===== config.mk =====
export PLATFORM = sky130hd
export DESIGN_NAME = mod12_event_tracker
export DESIGN_NICKNAME = d
export VERILOG_FILES = /design/src/rtl/mod12_pkg.sv /design/src/rtl/mod12_event_tracker_fifo.sv /design/src/rtl/mod12_event_tracker.sv
export SDC_FILE = /design/constraint.sdc
export NUM_CORES = 1
export LEC_CHECK = 0
export CAP_MARGIN = 25
export CORE_ASPECT_RATIO = 0.5
export CORE_MARGIN = 4
export CORE_UTILIZATION = 40
export CTS_CLUSTER_DIAMETER = 100
export DETAILED_ROUTE_END_ITERATION = 12
export GPL_ROUTABILITY_DRIVEN = 0
export GPL_TIMING_DRIVEN = 0
export PLACE_DENSITY_LB_ADDON = 0.15
export SYNTH_ARGS = -nofsm -noshare
export SYNTH_HDL_FRONTEND = slang
export SYNTH_SLANG_ARGS = --single-unit

===== constraint.sdc =====
create_clock -name clk -period 2.8 [get_ports clk]
set_clock_uncertainty 0.05 [all_clocks]
set_input_delay 0.56 -clock clk [delete_from_list [all_inputs] [get_ports clk]]
set_output_delay 0.56 -clock clk [all_outputs]
set_load 0.02 [all_outputs]

===== src/rtl/mod12_pkg.sv =====
// mod12_pkg: shared constants, event record and reference-model helper for the
// mod-12 counter event tracker.
package mod12_pkg;

   localparam logic [3:0] MOD12_MAX   = 4'd11;

   localparam logic [1:0] EVT_WRAP_DN = 2'd0;
   localparam logic [1:0] EVT_LOAD    = 2'd1;
   localparam logic [1:0] EVT_WRAP_UP = 2'd2;
   localparam logic [1:0] EVT_ERR     = 2'd3;

   typedef struct packed {
      logic [1:0] code;
      logic [3:0] value;
   } evt_t;

   // Count value the counter must present one cycle after seeing these controls.
   // Plain 4-bit arithmetic so out-of-range values (12..15) step exactly as the counter does.
   function automatic logic [3:0] mod12_expect(input logic       p_rst,
                                               input logic       p_load,
                                               input logic       p_mode,
                                               input logic [3:0] p_din,
                                               input logic [3:0] p_cnt);
      logic [3:0] nxt;
      if (p_rst)
         nxt = 4'd0;
      else if (p_load)
         nxt = p_din;
      else if (p_mode)
         nxt = (p_cnt == MOD12_MAX) ? 4'd0 : p_cnt + 4'd1;
      else
         nxt = (p_cnt == 4'd0) ? MOD12_MAX : p_cnt - 4'd1;
      return nxt;
   endfunction

endpackage


===== src/rtl/mod12_event_tracker_fifo.sv =====
// mod12_evt_fifo: synchronous show-ahead FIFO of evt_t entries. The head entry is
// visible on 'head' whenever 'valid' is high and reads as zero when empty.
// A push is accepted on a full FIFO only when a pop happens on the same edge.
module mod12_evt_fifo
   import mod12_pkg::*;
#(
   parameter int unsigned DEPTH = 4
) (
   input  logic                     clk,
   input  logic                     rst,
   input  logic                     push,
   input  evt_t                     push_entry,
   input  logic                     pop,
   output evt_t                     head,
   output logic                     valid,
   output logic                     full,
   output logic [$clog2(DEPTH):0]   level
);

   localparam int unsigned AW = $clog2(DEPTH);

   evt_t          mem [DEPTH];
   logic [AW-1:0] wr_ptr;
   logic [AW-1:0] rd_ptr;
   logic [AW:0]   count;
   logic          empty;
   logic          do_push;
   logic          do_pop;

   assign empty   = (count == '0);
   assign full    = (count == (AW+1)'(DEPTH));
   assign do_pop  = pop && !empty;
   assign do_push = push && (!full || do_pop);

   // Pointer and occupancy tracking; reset empties the FIFO regardless of push/pop.
   always_ff @(posedge clk) begin
      if (rst) begin
         wr_ptr <= '0;
         rd_ptr <= '0;
         count  <= '0;
      end else begin
         if (do_push)
            wr_ptr <= wr_ptr + AW'(1);
         if (do_pop)
            rd_ptr <= rd_ptr + AW'(1);
         case ({do_push, do_pop})
            2'b10:   count <= count + (AW+1)'(1);
            2'b01:   count <= count - (AW+1)'(1);
            default: count <= count;
         endcase
      end
   end

   // Entry storage; contents need no reset because the pointers gate visibility.
   always_ff @(posedge clk) begin
      if (!rst && do_push)
         mem[wr_ptr] <= push_entry;
   end

   // Show-ahead head; zero while empty.
   always_comb begin
      head = '0;
      if (!empty)
         head = mem[rd_ptr];
   end

   assign valid = !empty;
   assign level = count;

endmodule


===== src/rtl/mod12_event_tracker.sv =====
// mod12_event_tracker: monitor for the loadable up/down mod-12 counter.
// Shadows the counter controls one cycle, classifies each count transition as
// LOAD / WRAP_UP / WRAP_DN / ERR, tracks net wraps and queues events in a FIFO.
// Optional: define MOD12_TRK_ERR_CHECK_EN to enable reference-model ERR detection.
module mod12_event_tracker
   import mod12_pkg::*;
#(
   parameter int unsigned DEPTH  = 4,
   parameter int unsigned WRAP_W = 8
) (
   input  logic                     clk,
   input  logic                     rst,
   input  logic                     mode,
   input  logic                     load,
   input  logic [3:0]               data_in,
   input  logic [3:0]               cnt_in,
   input  logic                     evt_ready,
   output logic                     evt_valid,
   output logic [1:0]               evt_code,
   output logic [3:0]               evt_value,
   output logic [WRAP_W-1:0]        wrap_count,
   output logic [$clog2(DEPTH):0]   fifo_level,
   output logic                     ovf,
   output logic                     err_seen
);

   logic       p_rst;
   logic       p_load;
   logic       p_mode;
   logic [3:0] p_cnt;

   logic       err_det;
   logic       wrap_up;
   logic       wrap_dn;
   logic       evt_det;
   logic [1:0] det_code;
   logic       pop;
   logic       fifo_full;
   evt_t       head;

   // Shadow of this cycle's counter controls and output, as seen by the counter.
   always_ff @(posedge clk) begin
      if (rst) begin
         p_rst  <= 1'b1;
         p_load <= 1'b0;
         p_mode <= 1'b0;
         p_cnt  <= '0;
      end else begin
         p_rst  <= 1'b0;
         p_load <= load;
         p_mode <= mode;
         p_cnt  <= cnt_in;
      end
   end

`ifdef MOD12_TRK_ERR_CHECK_EN
   logic [3:0] p_din;
   logic [3:0] exp_cnt;

   // Load data shadow; only the reference model consumes it.
   always_ff @(posedge clk) begin
      if (rst)
         p_din <= '0;
      else
         p_din <= data_in;
   end

   assign exp_cnt = mod12_expect(p_rst, p_load, p_mode, p_din, p_cnt);
   assign err_det = (cnt_in != exp_cnt);

   // Sticky record of any reference-model mismatch.
   always_ff @(posedge clk) begin
      if (rst)
         err_seen <= 1'b0;
      else if (err_det)
         err_seen <= 1'b1;
   end
`else
   // Without the reference model, load data has no consumer.
   logic unused_data_in;
   assign unused_data_in = ^data_in;
   assign err_det  = 1'b0;
   assign err_seen = 1'b0;
`endif

   assign wrap_up = !p_rst && !p_load &&  p_mode && (p_cnt == MOD12_MAX) && (cnt_in == 4'd0);
   assign wrap_dn = !p_rst && !p_load && !p_mode && (p_cnt == 4'd0)      && (cnt_in == MOD12_MAX);

   // Priority classifier: at most one event per cycle, ERR first.
   always_comb begin
      evt_det  = 1'b0;
      det_code = EVT_WRAP_DN;
      if (err_det) begin
         evt_det  = 1'b1;
         det_code = EVT_ERR;
      end else if (p_load && !p_rst) begin
         evt_det  = 1'b1;
         det_code = EVT_LOAD;
      end else if (wrap_up) begin
         evt_det  = 1'b1;
         det_code = EVT_WRAP_UP;
      end else if (wrap_dn) begin
         evt_det  = 1'b1;
         det_code = EVT_WRAP_DN;
      end
   end

   // Net wrap count; counts even when the event itself is dropped, never on ERR.
   always_ff @(posedge clk) begin
      if (rst)
         wrap_count <= '0;
      else if (!err_det && wrap_up)
         wrap_count <= wrap_count + WRAP_W'(1);
      else if (!err_det && wrap_dn)
         wrap_count <= wrap_count - WRAP_W'(1);
   end

   assign pop = evt_valid && evt_ready;

   // Sticky overflow: an event arrived while full with no pop to make room.
   always_ff @(posedge clk) begin
      if (rst)
         ovf <= 1'b0;
      else if (evt_det && fifo_full && !pop)
         ovf <= 1'b1;
   end

   mod12_evt_fifo #(
      .DEPTH (DEPTH)
   ) u_fifo (
      .clk        (clk),
      .rst        (rst),
      .push       (evt_det),
      .push_entry ('{code: det_code, value: cnt_in}),
      .pop        (pop),
      .head       (head),
      .valid      (evt_valid),
      .full       (fifo_full),
      .level      (fifo_level)
   );

   assign evt_code  = head.code;
   assign evt_value = head.value;

endmodule


* Word-level counts from Yosys, hierarchy flattened
Memories as Yosys holds them, arrays and structs flattened. A register that Yosys moved wholly into a read port is not among the register bits.
Cells that the tools add are included.
** Word-level totals
- Memories kept :: 1
- Memory bits (read-only) :: 0
- Memory bits (writable) :: 24
- Latch bits :: 0
- Output and inout bits :: 20
- Word-level logic and storage cells :: 62
- Register bits after elaboration :: 23
- Bits of input ports :: 13
** Operators by class
- Multiply operators :: 0
- Bitwise operators :: 0
- Reductions and logical operators :: 27
- Div/mod/pow operators :: 0
- Equal/unequal tests :: 5
- Order comparisons :: 0
- $add $sub $neg :: 6
- Muxes and demuxes :: 14
- Shifts and indexed selects :: 0
** Memories
- u_fifo.mem :: words 4, bits a word 6, rd ports 1, clocked after memory_dff 1, write ports 1, line mod12_event_tracker_fifo.sv:22 : evt_t mem [DEPTH];
** Operators by type and width (number)
- 8-bit two-way mux :: 2
- 1-bit logical AND :: 14
- 8-bit by 1-bit adder with 8-bit output (second input constant) :: 1
- 4-bit equality test (second input constant) :: 2
- 4-bit zero test :: 2
- 2-bit two-way mux :: 4
- 8-bit by 1-bit subtractor with 8-bit output (second input constant) :: 1
- 1-bit zero test :: 7
- 1-bit two-way mux :: 6
- 6-bit two-way mux :: 1
- 3-bit case mux with 2 select lines :: 1
- 2-bit by 1-bit adder with 2-bit output (second input constant) :: 2
- 2-bit nonzero test :: 2
- 3-bit by 1-bit adder with 3-bit output (second input constant) :: 1
- 3-bit equality test (second input constant) :: 1
- 3-bit zero test :: 1
- 3-bit by 1-bit subtractor with 3-bit output (second input constant) :: 1
- 2-bit by 1-bit equality test with 1-bit output (second input constant) :: 1
- 2-bit equality test (second input constant) :: 1
- 1-bit logical OR :: 1

* Depth between registers and ports, before layout
- Depth after elaboration :: 12
- Depth in mapped cells :: 10
- Gate-level depth less buffers :: 10

* By module
Synthesis repeated with hierarchy kept, for this count alone.
** Second synthesis, totals
- Cells, all modules :: 199
- Area, all modules :: 2366.0 µm²
** Modules (own cells, without submodules)
- mod12_evt_fifo :: instances 1, sequential area each 900.9 µm², cells each 106, area an instance 1492.7 µm²
- mod12_event_tracker :: instances 1, sequential area each 320.3 µm², cells each 93, area an instance 873.3 µm²

* Worst setup path before layout
No wires, ideal clock.
- Path type :: input-to-reg
- Start point :: in cnt_in[3]
- End point :: reg wrap_count[6]
- Data required time :: 2622 ps
- Buffers on the path :: 0
- Stages on the path :: 10
- Data arrival time :: 2590 ps
- Setup time :: 128 ps
- Slack :: 32 ps
- Path through :: nand4b_1 > nor4b_2 > nand2_1 > fa_1 > a21o_1 > a311o_1 > a21oi_1 > xnor2_1 > mux2i_1 > nor2_1
** Between the ends
- Cells in the longest elaborated chain, start to end :: 3
- Elaborated cells between the ends (all ways) :: 6
- Those cells by class :: 1 x eq/ne; 1 x mux; 4 x reduce/logical
** Ends and longest elaborated chain
- from (decl) :: line mod12_event_tracker.sv:16 : input logic [3:0] cnt_in,
- 4-bit equality test or 4-bit zero test (tied branches) :: line mod12_event_tracker.sv:87, mod12_event_tracker.sv:86
- 1-bit logical AND, on equally long branches :: line mod12_event_tracker.sv:87, mod12_event_tracker.sv:86
- 2-bit nonzero test (no source line) or 8-bit two-way mux (tied branches)
- to (signal assigned) :: line mod12_event_tracker.sv:113 : wrap_count <= wrap_count + WRAP_W'(1);
- to (signal assigned) :: line mod12_event_tracker.sv:115 : wrap_count <= wrap_count - WRAP_W'(1);
- to (decl) :: line mod12_event_tracker.sv:21 : output logic [WRAP_W-1:0] wrap_count,
Parallel ways exist; a longest one is shown, timed or not.
A chain may end at the register's enable or synchronous reset.

==> reports/metrics.yaml <==
outcome: "finished, final reports clean"
period_share_pct: 94.7
design.die.area_sq_mm: 0.00704
rsz0062_at_grt: "no"
cp_slowest_cell: "clkdlybuf4s50_1"
synth_nets: 209
hold_class: "reg2reg"
finalSetupTns_ps: 0
drv_cap: 0
cp-start-kind: "flop"
fp.dieH_um: 61.4
synthesis.area_sq_mm: 0.00228
critical_path_class: "reg2out"
path_cells: "buf_2, mux4_2, nor2b_1, clkdlybuf4s50_1"
dp_hpwl_um: 2920
grt_pass1_wl_um: 7160
worstPathMaxFanout: 6
ant_nets: 0
report.final.slew_viol_count: 0
fin_crit_ps: 2650
dpl_worst_slack_ps: -851
clock-sinks: 49
yosysWarnings: 0
path_clk_slew_ps: 60
vias: 1463
cp_data_arrival_time_ps: 2040
crit_buf_inv: 2
grt_pass1_vias: 1421
powerDensity_mw_per_mm2: 716
final_cell_mix: "dfxtp_1 (25), edfxtp_1 (24), clkdlybuf4s50_1 (23)"
slowest_delay_ps: 560
fin_nets: 248
met3_usage_pct: 4.02
cts_max_level: 2
placed_cells: 284
crit_required_ps: 2190
drc: 0
synth_cell_types: 43
worst_setup_path_end_kind: "primary output"
p_leak_nw: 1.13
yosysSeqAreaShare_pct: 53.6
p_total_mw: 2.08
cts.hold.buffers_added: 0
portBuffers: 27
io_pins: 33
area_delta_synth_final_pct: 27.4
max_freq_ghz: 0.377
wl_per_cell_um: 14.4
use_met2_pct: 21.4
initial_utilization_pct: 41.5
cts.path.max_buffers: 2
drtIter0Drc: 55
via_per_inst: 4.93
coreArea_sq_mm: 0.00549
synth_ff_type: "dfxtp_1"
avgSynthCellArea_sq_um: 12.4
path_delay_family: "buffers and inverters"
num_rows: 19
maxSlewHeadroom_pct: 57.6
syn_inst: 184
fin_ws_ps: 148
grt_antenna_before_repair: 0
ys_async_sr_fraction_pct: 0
layout_commonest_cell: "dfxtp_1"
grt.overflow.total: 0
antenna_cells: 0
ir_drop_mv: 0.424
worst_pin_slew_ps: 633
drive_gt1_share_pct: 18.3
busiest_layer: "met2"
cts_root_buf: "clkbuf_16"
grt.total_usage_pct: 13.6
ys_ff_latch: 49
grt_start_max_net_pins: 16
setup_viol: 0
cts_tree: "done"
cts_made_buffers: 5
stdcell_count: 297
synth_edf_count: 24
clk_latency_ps: 280
final_hold_viol_count: 0
use_met1_pct: 18.7
wl_um: 4270
first_pass_iters: 4
die_x_um: 115
[layer usage]
layer | routed length [um] | up-vias
met5 | 0 | -
met4 | 8 | 0
met3 | 187 | 2
met2 | 2010 | 29
met1 | 2060 | 701
li1 | - | 731
[worst reg2reg max path, stage by stage (launching register included)]
cell,delay [ps]
dfxtp_1,330
nand4b_1,160
nor4b_4,320
nand2_4,190
ha_4,220
or4_4,520
o22ai_2,120
mux2i_1,240
xnor2_1,140
nor2_1,60
[flip-flops by register name, summed over array words and instances, names as in the netlist, named ones only]
signal and flops:
u_fifo.mem 24, wrap_count 8, p_cnt 4, u_fifo.level 3
u_fifo.rd_ptr 2, u_fifo.wr_ptr 2, ovf 1, p_load 1
p_mode 1, p_rst 1
[cell type report]
cell class                 instances  area, sq um
buffer                             6         35.0
clock buffer                       6          129
clock inverter                     2         15.0
fill                             475         2590
inverter                           9         33.8
multi-input combinational        120         1080
sequential                        49         1220
tap                               73         91.3
timing repair buffer              32          303
[repair_timing]
item	4_1_cts	5_1_grt
endpoints found under the setup margin	6	2
resized for setup	14	8
pin swaps	4	6
buffers inserted	3	2
[synth_stat cells (3+ instances only)]
| library cell | number | share of area (%) |
|---|---|---|
| a21oi_1 | 7 | 1.5 |
| and3_1 | 5 | 1.4 |
| clkbuf_1 | 3 | 0.49 |
| dfxtp_1 | 25 | 22 |
| edfxtp_1 | 24 | 32 |
| ha_1 | 10 | 5.5 |
| inv_1 | 9 | 1.5 |
| mux2i_1 | 6 | 2.6 |
| mux4_2 | 6 | 5.9 |
| nand2_1 | 9 | 1.5 |
| nor2_1 | 21 | 3.5 |
| nor2b_1 | 14 | 3.8 |
| nor4b_1 | 3 | 1.2 |
| xnor2_1 | 6 | 2.3 |
| xor2_1 | 3 | 1.2 |
[path summary, 6_finish.rpt]
check | slack (ps) | cells after the start | from | endpoint
max | 150 | 4 | flop | evt_value[2]
min | 420 | 2 | ovf | ovf
max reg2reg | 340 | 9 | p_cnt[1] | wrap_count[7]
min reg2reg | 420 | 2 | ovf | ovf
[kinds of logic (layout without fill, tap and decap cells)]
logic type                 Yosys count  count (layout)  synth area share (%)
adders and majority gates           12              12                  7.24
and+or+nand+nor                     63              63                  15.9
xor gates and xnor gates             9               9                  3.46
buffers and inverters               15              55                  3.02
other                                1               1                 0.164
muxes                               14              14                  9.88
AOI/OAI and AO/OA                   21              21                  6.75
DFF                                 49              49                  53.6
[through the flow]
| step | instance area (sq um) | utilization (%) | hold WS (ps) |
|---|---|---|---|
| after global placement | 2640 | 48.1 | 405 |
| after detailed placement | 2640 | 48.1 | 411 |
| after floorplan | 2280 | - | 435 |
| after global routing | 2900 | 52.9 | 451 |
| after CTS | 2850 | 51.9 | 427 |
| final | 2900 | 52.9 | 419 |
[where the power goes]
part	leakage [nW]	switching [mW]	internal, mW	total (mW)
clock	0.0631	0.252	0.331	0.583
sequential	0.430	0.0474	0.797	0.844
combinational	0.631	0.329	0.322	0.651
total	1.13	0.628	1.45	2.08
No activity file was read; power rests on OpenSTA's default activity.
